**src/rtl/uart_tx_mmio.sv**
```systemverilog
// Memory-mapped 8N1 UART transmitter on the picorv32 native bus.
// DATA pushes into a small TX FIFO; STATUS and DIV registers sit alongside it.
module uart_tx_mmio #(
    parameter logic [31:0] BASE_ADDR   = 32'h0200_0000,
    parameter int unsigned FIFO_DEPTH  = 4,
    parameter logic [15:0] DEFAULT_DIV = 16'd9
) (
    input  logic        clk,
    input  logic        resetn,
    input  logic        mem_valid,
    input  logic [31:0] mem_addr,
    input  logic [31:0] mem_wdata,
    input  logic [3:0]  mem_wstrb,
    output logic        mem_ready,
    output logic [31:0] mem_rdata,
    output logic        uart_tx,
    output logic        tx_busy
);
    localparam int unsigned PtrW = $clog2(FIFO_DEPTH);
    localparam logic [PtrW:0] FullCount = FIFO_DEPTH[PtrW:0];

    typedef enum logic [1:0] {StIdle, StStart, StData, StStop} state_e;

    logic [7:0]      fifo_mem [FIFO_DEPTH];
    logic [PtrW-1:0] wr_ptr_q, rd_ptr_q;
    logic [PtrW:0]   count_q;
    logic [15:0]     div_q;
    logic            ack_done_q;

    state_e          state_q;
    logic [7:0]      shift_q;
    logic [15:0]     bit_div_q, bit_cnt_q;
    logic [2:0]      bit_idx_q;

    logic            hit, fifo_empty, fifo_full, push_req, ack, push, pop, bit_done, line_d;
    logic [1:0]      offset;
    logic [15:0]     div_new, div_wr;
    logic [31:0]     rdata_d;
    logic            unused_bits;

    assign unused_bits = ^{mem_addr[1:0], mem_wdata[31:16], mem_wstrb[3:2]};

    assign hit        = mem_valid && (mem_addr[31:4] == BASE_ADDR[31:4]);
    assign offset     = mem_addr[3:2];
    assign fifo_empty = (count_q == '0);
    assign fifo_full  = (count_q == FullCount);
    assign push_req   = hit && (offset == 2'd0) && mem_wstrb[0];
    // ack_done_q blocks re-acknowledge until the core drops mem_valid.
    assign ack        = hit && !ack_done_q && !(push_req && fifo_full);
    assign push       = ack && push_req;
    assign pop        = (state_q == StIdle) && !fifo_empty;
    assign tx_busy    = (state_q != StIdle) || !fifo_empty;

    assign div_new = {mem_wstrb[1] ? mem_wdata[15:8] : div_q[15:8],
                      mem_wstrb[0] ? mem_wdata[7:0]  : div_q[7:0]};
    assign div_wr  = (div_new < 16'd2) ? 16'd2 : div_new;

    always_comb begin
        rdata_d = 32'd0;
        if (ack && (mem_wstrb == 4'd0)) begin
            case (offset)
                2'd1:    rdata_d = {28'd0, tx_busy, 1'b0, fifo_empty, fifo_full};
                2'd2:    rdata_d = {16'd0, div_q};
                default: rdata_d = 32'd0;
            endcase
        end
    end

    always_ff @(posedge clk or negedge resetn) begin
        if (!resetn) begin
            mem_ready  <= 1'b0;
            mem_rdata  <= 32'd0;
            ack_done_q <= 1'b0;
            div_q      <= DEFAULT_DIV;
        end else begin
            mem_ready <= ack;
            mem_rdata <= rdata_d;
            if (ack) begin
                ack_done_q <= 1'b1;
            end else if (!mem_valid) begin
                ack_done_q <= 1'b0;
            end
            if (ack && (offset == 2'd2) && (mem_wstrb != 4'd0)) begin
                div_q <= div_wr;
            end
        end
    end

    always_ff @(posedge clk) begin
        if (push) begin
            fifo_mem[wr_ptr_q] <= mem_wdata[7:0];
        end
    end

    always_ff @(posedge clk or negedge resetn) begin
        if (!resetn) begin
            wr_ptr_q <= '0;
            rd_ptr_q <= '0;
            count_q  <= '0;
        end else begin
            if (push) wr_ptr_q <= wr_ptr_q + PtrW'(1);
            if (pop)  rd_ptr_q <= rd_ptr_q + PtrW'(1);
            case ({push, pop})
                2'b10:   count_q <= count_q + 1'b1;
                2'b01:   count_q <= count_q - 1'b1;
                default: count_q <= count_q;
            endcase
        end
    end

    assign bit_done = (bit_cnt_q == bit_div_q - 16'd1);

    always_comb begin
        case (state_q)
            StStart: line_d = 1'b0;
            StData:  line_d = shift_q[0];
            default: line_d = 1'b1;
        endcase
    end

    // uart_tx trails state_q by one cycle; every bit keeps its full width.
    always_ff @(posedge clk or negedge resetn) begin
        if (!resetn) begin
            state_q   <= StIdle;
            shift_q   <= 8'd0;
            bit_div_q <= DEFAULT_DIV;
            bit_cnt_q <= 16'd0;
            bit_idx_q <= 3'd0;
            uart_tx   <= 1'b1;
        end else begin
            uart_tx <= line_d;
            unique case (state_q)
                StIdle: begin
                    if (pop) begin
                        shift_q   <= fifo_mem[rd_ptr_q];
                        bit_div_q <= div_q;
                        bit_cnt_q <= 16'd0;
                        state_q   <= StStart;
                    end
                end
                StStart: begin
                    if (bit_done) begin
                        bit_cnt_q <= 16'd0;
                        bit_idx_q <= 3'd0;
                        state_q   <= StData;
                    end else begin
                        bit_cnt_q <= bit_cnt_q + 16'd1;
                    end
                end
                StData: begin
                    if (bit_done) begin
                        bit_cnt_q <= 16'd0;
                        shift_q   <= shift_q >> 1;
                        bit_idx_q <= bit_idx_q + 3'd1;
                        if (bit_idx_q == 3'd7) state_q <= StStop;
                    end else begin
                        bit_cnt_q <= bit_cnt_q + 16'd1;
                    end
                end
                StStop: begin
                    if (bit_done) begin
                        bit_cnt_q <= 16'd0;
                        state_q   <= StIdle;
                    end else begin
                        bit_cnt_q <= bit_cnt_q + 16'd1;
                    end
                end
            endcase
        end
    end
endmodule

```
**config.mk**
```make
export PLATFORM = sky130hd
export DESIGN_NAME = uart_tx_mmio
export DESIGN_NICKNAME = d
export VERILOG_FILES = /design/src/rtl/uart_tx_mmio.sv
export SDC_FILE = /design/constraint.sdc
export NUM_CORES = 1
export LEC_CHECK = 0
export BUFFER_PORTS_ARGS = -buffer_cell sky130_fd_sc_hd__buf_2
export CAP_MARGIN = 20
export CORE_MARGIN = 1
export CORE_UTILIZATION = 58
export CTS_BUF_LIST = sky130_fd_sc_hd__clkbuf_8
export DETAILED_ROUTE_END_ITERATION = 8
export GPL_TIMING_DRIVEN = 1
export PLACE_DENSITY = 0.82
export SYNTH_ARGS = -nofsm -noshare
export SYNTH_HDL_FRONTEND = slang
export SYNTH_SLANG_ARGS = --single-unit
```
**constraint.sdc**
```tcl
create_clock -name clk -period 3.5 [get_ports clk]
set_input_delay 0.175 -clock clk [delete_from_list [all_inputs] [get_ports clk]]
set_output_delay 0.175 -clock clk [all_outputs]
set_load 0.03 [all_outputs]
```
==> summary.md <==
| Metric | Value |
|---|---|
| Status | complete, no violations |
| Setup_tns | 0 ns |
| Worst path cell trace | inv_1 > ha_1 > xor2_1 > o211ai_1 > or4_1 > or4_4 > nor3_1 > o21ai_0 > mux2_2 |
| Fillers | 703 |
| Fin cells | 758 |
| Clock group share of total power | 0.437 |
| Detailed-route wire length | 12900 um |
| Post-Syn Instances | 527 |
| Clock Skews | 0.009418 ns |
| Area grow syn2layout | 15.09% |
| CTS resizes | 0 |
| CTS sink cnt | 119 |
| Worst Path Buf+Inv | 1 |
| Nets | between 700 and 800 |
| Worst Hold Endpoint | div_q[10]$_DFFE_PN0P_ |
| # H-tree levels | 4 |
| R2R cell count | 9 |
| Reg2reg start | bit_div_q[0]$_DFFE_PN1P_ |
| P_sw | 0.6796 mW |
| Seq pwr share | 0.513 |
| Die X | 103.8 um |
| CP endpoint kind | register |
| First-pass GRT wire length | 21620 um |
| Final Cycle Share | 0.9438 |
| TritonCTS Buffers | 17 |
| Hold Crit Class | input pin to register |
| Antenna Cells | 0 |
| Maximum VDD drop | about 0.00027 V |
| Reg2Reg Setup Slack | between 0.15 and 0.2 ns |
| Ys Warns | 0 |
| Hold path cells | 2 |
| # port buffers | 71 |
| Final min period | 3.303 ns |
| Critical path's slowest cell | dfstp_2 |
| Least-Margin Pin Slew | slightly above 0.8 ns |
| Startpoint types | register |
| EDFF count, synth | 32 |
| DR vias | 4424 |
| Worst-Skew Late Latency | 0.43 ns |
| Top FF cell, synth | dfrtp_1 |
| Largest net degree at the start of global routing | 63 |
| Initial core utilization | 0.6067 |
| Placed cells | 716 |
| Clock tree from TritonCTS | yes |
| FP Rows | 36 |
| Initial antenna violation count | 0 |
| Setup Crit Path Kind | register to register |
| Asr flop ratio synth | 0.7311 |
| Finished Core Util | 0.6982 |
| RR Endpoint | bit_idx_q[0]$_DFFE_PN0P_ |
| Antenna Nets Post-Route | 0 |
| MaxCap Viol Count | 0 |
| Die ar. | 10780 um2 |
| Avg WL per Cell | between 15 and 20 um |
| RSZ-0062 raised after global routing | false |
| # Post-CTS Setup Buffers | 0 |
| Sequential share of the synthesized area | 0.5230 |
| Pre-antenna DRT Iters | 5 |
| Clk root buf | clkbuf_8 |
| DRC | 0 |
| Lkg Pwr | 3.204 nW |
| CTS Hold Bufs | 10 |
| Fraction of final layout cells sized beyond drive strength 1 | 0.2640 |
| Part of the power in combinational logic | 0.050 |
| Vias in the first global route | 4596 |
| Max Clk Rate | 0.3027 GHz |
| IO Count | approximately 110 |
| Vias per std cell | 5.836 |
| WP data required | 3.81 ns |
| HPWL Detailed | between 9000 and 10000 um |
| Gr usage total | 0.2548 |
| Reg clk slew, reported paths | 0.08 ns |
| Family with the most delay on the worst path | simple AND/OR/NAND/NOR gates |
| Initial DRC count | 259 |
| Syn Area/Cell | 11.41 um2 |
| Sw frac | 0.2411 |
| Final Hold Viols | 0 |
| Cell Area, Synth | 6012 um2 |
| GRT overflow | 0 |
| Clock Path Buffers | 2 |
| Finish-stage setup viols | 0 |
| Synth unique cells | 66 |
| Multi-input gate area | 2626 um2 |
| Register Area | 3144 um2 |
| Int Power | roughly 2.1 mW |
| CP Max Fanout | 6 |
| Gpl congestion | between 0.8 and 0.9 |
| Min-Delay Startpoint | mem_wdata[10] |
| CP arrival | 3.61 ns |
| Slew margin rel. | 0.4589 |
| Chip Height | 103.8 um |
| Slew Limit Fails | 0 |
| CP max stage delay | around 0.6 ns |
| Pwr/cell area | ~400 nW/um2 |
| Synthesis-stage register bit count | approximately 120 |
| CORE AREA | between 9000 and 10000 um2 |
==> metal layers <==
layer / GRT usage / part of all wire / up-vias / wire length, um
met5: 0 / 0 / - / 0
met1: 0.3199 / 0.43 / 2179 / 5493
met4: 0.07449 / 0.015 / 0 / 199
li1: - / - / 2066 / -
met3: 0.05475 / 0.051 / 21 / 652
met2: 0.4433 / 0.51 / 158 / 6552
==> final cells by class <==
cell class | instances | area share
clock inverter | 14 | 0.02152
tap | 133 | 0.02405
sequential | 119 | 0.4544
timing repair buffer | 89 | 0.07486
clock buffer | 18 | 0.03580
inverter | 18 | 0.009765
multi-input combinational | 367 | 0.3796
==> sequential cells by signal, indices dropped and copies added, names as in the netlist <==
register and count:
mem_ready 1, rd_ptr_q 2, uart_tx 1, div_q 16
count_q 3, fifo_mem 32, bit_idx_q 3, shift_q 8
bit_div_q 16, ack_done_q 1, mem_rdata 16, wr_ptr_q 2
state_q 2, bit_cnt_q 16
==> how the worst max path moves through the flow <==
stage,startpoint,endpoint,cells after the start
after global placement,bit_div_q[0]$_DFFE_PN1P_,bit_idx_q[0]$_DFFE_PN0P_,9
after floorplan,bit_div_q[0]$_DFFE_PN1P_,bit_cnt_q[3]$_DFFE_PN0P_,10
after global routing,bit_div_q[0]$_DFFE_PN1P_,bit_idx_q[0]$_DFFE_PN0P_,9
after CTS,bit_div_q[0]$_DFFE_PN1P_,bit_idx_q[0]$_DFFE_PN0P_,9
final,bit_div_q[0]$_DFFE_PN1P_,bit_idx_q[0]$_DFFE_PN0P_,9
after detailed placement,bit_div_q[0]$_DFFE_PN1P_,bit_idx_q[0]$_DFFE_PN0P_,9
==> Yosys cell counts, drive strengths merged, types with 3 or more instances <==
master  number  area [um2]
clkbuf      15       57.55
a22oi        8       60.06
nor4b        4       35.03
edfxtp      32       960.9
nor3b        3       22.52
ha          17       212.7
a211o        4       36.29
nand4        3       18.77
o21ai       24       120.1
a31oi        9       56.30
a21oi        7       35.03
nor3        25       130.1
o31a         8       71.32
inv         18       67.56
buf         23       172.7
and2        22       138.9
nand3        9       45.04
a21o         8       60.06
nand2       28       105.1
dfrtp       82        2052
and3         5       31.28
xor2        11       96.34
xnor2       15       131.4
dfstp        5       131.4
nor4        18       112.6
mux4         8       180.2
nor2        44       167.7
mux2        30       337.8
a22o         6       52.55
or4          4       33.78
==> metrics by stage <==
step / power (mW) / hold WS, ns / area [um2] / worst slack (ns)
2_1_floorplan: 1.547 / -0.1206 / 6068 / 0.4878
3_3_place_gp: 1.599 / 0.3050 / 6422 / 0.3087
3_5_place_dp: 1.605 / 0.3172 / 6422 / 0.2538
4_1_cts: 2.837 / 0.0001184 / 6919 / 0.2147
5_1_grt: 2.916 / 0.003154 / 6919 / 0.03900
6_report: 2.819 / 0.01256 / 6919 / 0.1966
==> layout by cell type, fill, tap and decap left out, drive strengths merged, types with 3 or more instances in the layout <==
| master | Yosys | layout |
|---|---|---|
| dfrtp | 82 | 82 |
| buf | 23 | 79 |
| nor2 | 44 | 44 |
| edfxtp | 32 | 32 |
| mux2 | 30 | 30 |
| nand2 | 28 | 28 |
| nor3 | 25 | 25 |
| o21ai | 24 | 24 |
| and2 | 22 | 22 |
| inv | 18 | 21 |
| nor4 | 18 | 18 |
| clkbuf | 15 | 18 |
| ha | 17 | 17 |
| conb | 1 | 16 |
| xnor2 | 15 | 15 |
| xor2 | 11 | 11 |
| dlygate4sd3 | 0 | 10 |
| nand3 | 9 | 9 |
| a31oi | 9 | 9 |
| a22oi | 8 | 8 |
| mux4 | 8 | 8 |
| a21o | 8 | 8 |
| o31a | 8 | 8 |
| a21oi | 7 | 7 |
| a22o | 6 | 6 |
| and3 | 5 | 5 |
| dfstp | 5 | 5 |
| clkinv | 0 | 5 |
| nor4b | 4 | 4 |
| clkinvlp | 0 | 4 |
| or4 | 4 | 4 |
| a211o | 4 | 4 |
| nand4 | 3 | 3 |
| nor3b | 3 | 3 |
==> cells by family after synthesis <==
| group | synth area share |
|---|---|
| muxes | 0.08616 |
| DFF | 0.5230 |
| buffers and inverters | 0.04953 |
| xor gates and xnor gates | 0.03788 |
| AOI/OAI and AO/OA | 0.1020 |
| other | 0.0006238 |
| and+or+nand+nor | 0.1621 |
| adders and majority gates | 0.03871 |
==> power by group through the flow <==
stage               clock network (mW)  registers (mW)  logic (mW)
global route                      1.31            1.45       0.157
global placement                     0            1.47       0.126
floorplan                            0            1.47      0.0762
CTS                               1.25            1.45       0.141
detailed placement                   0            1.47       0.132
finish                            1.23            1.45       0.141
Note: power is estimated with default switching activity, not from simulation.
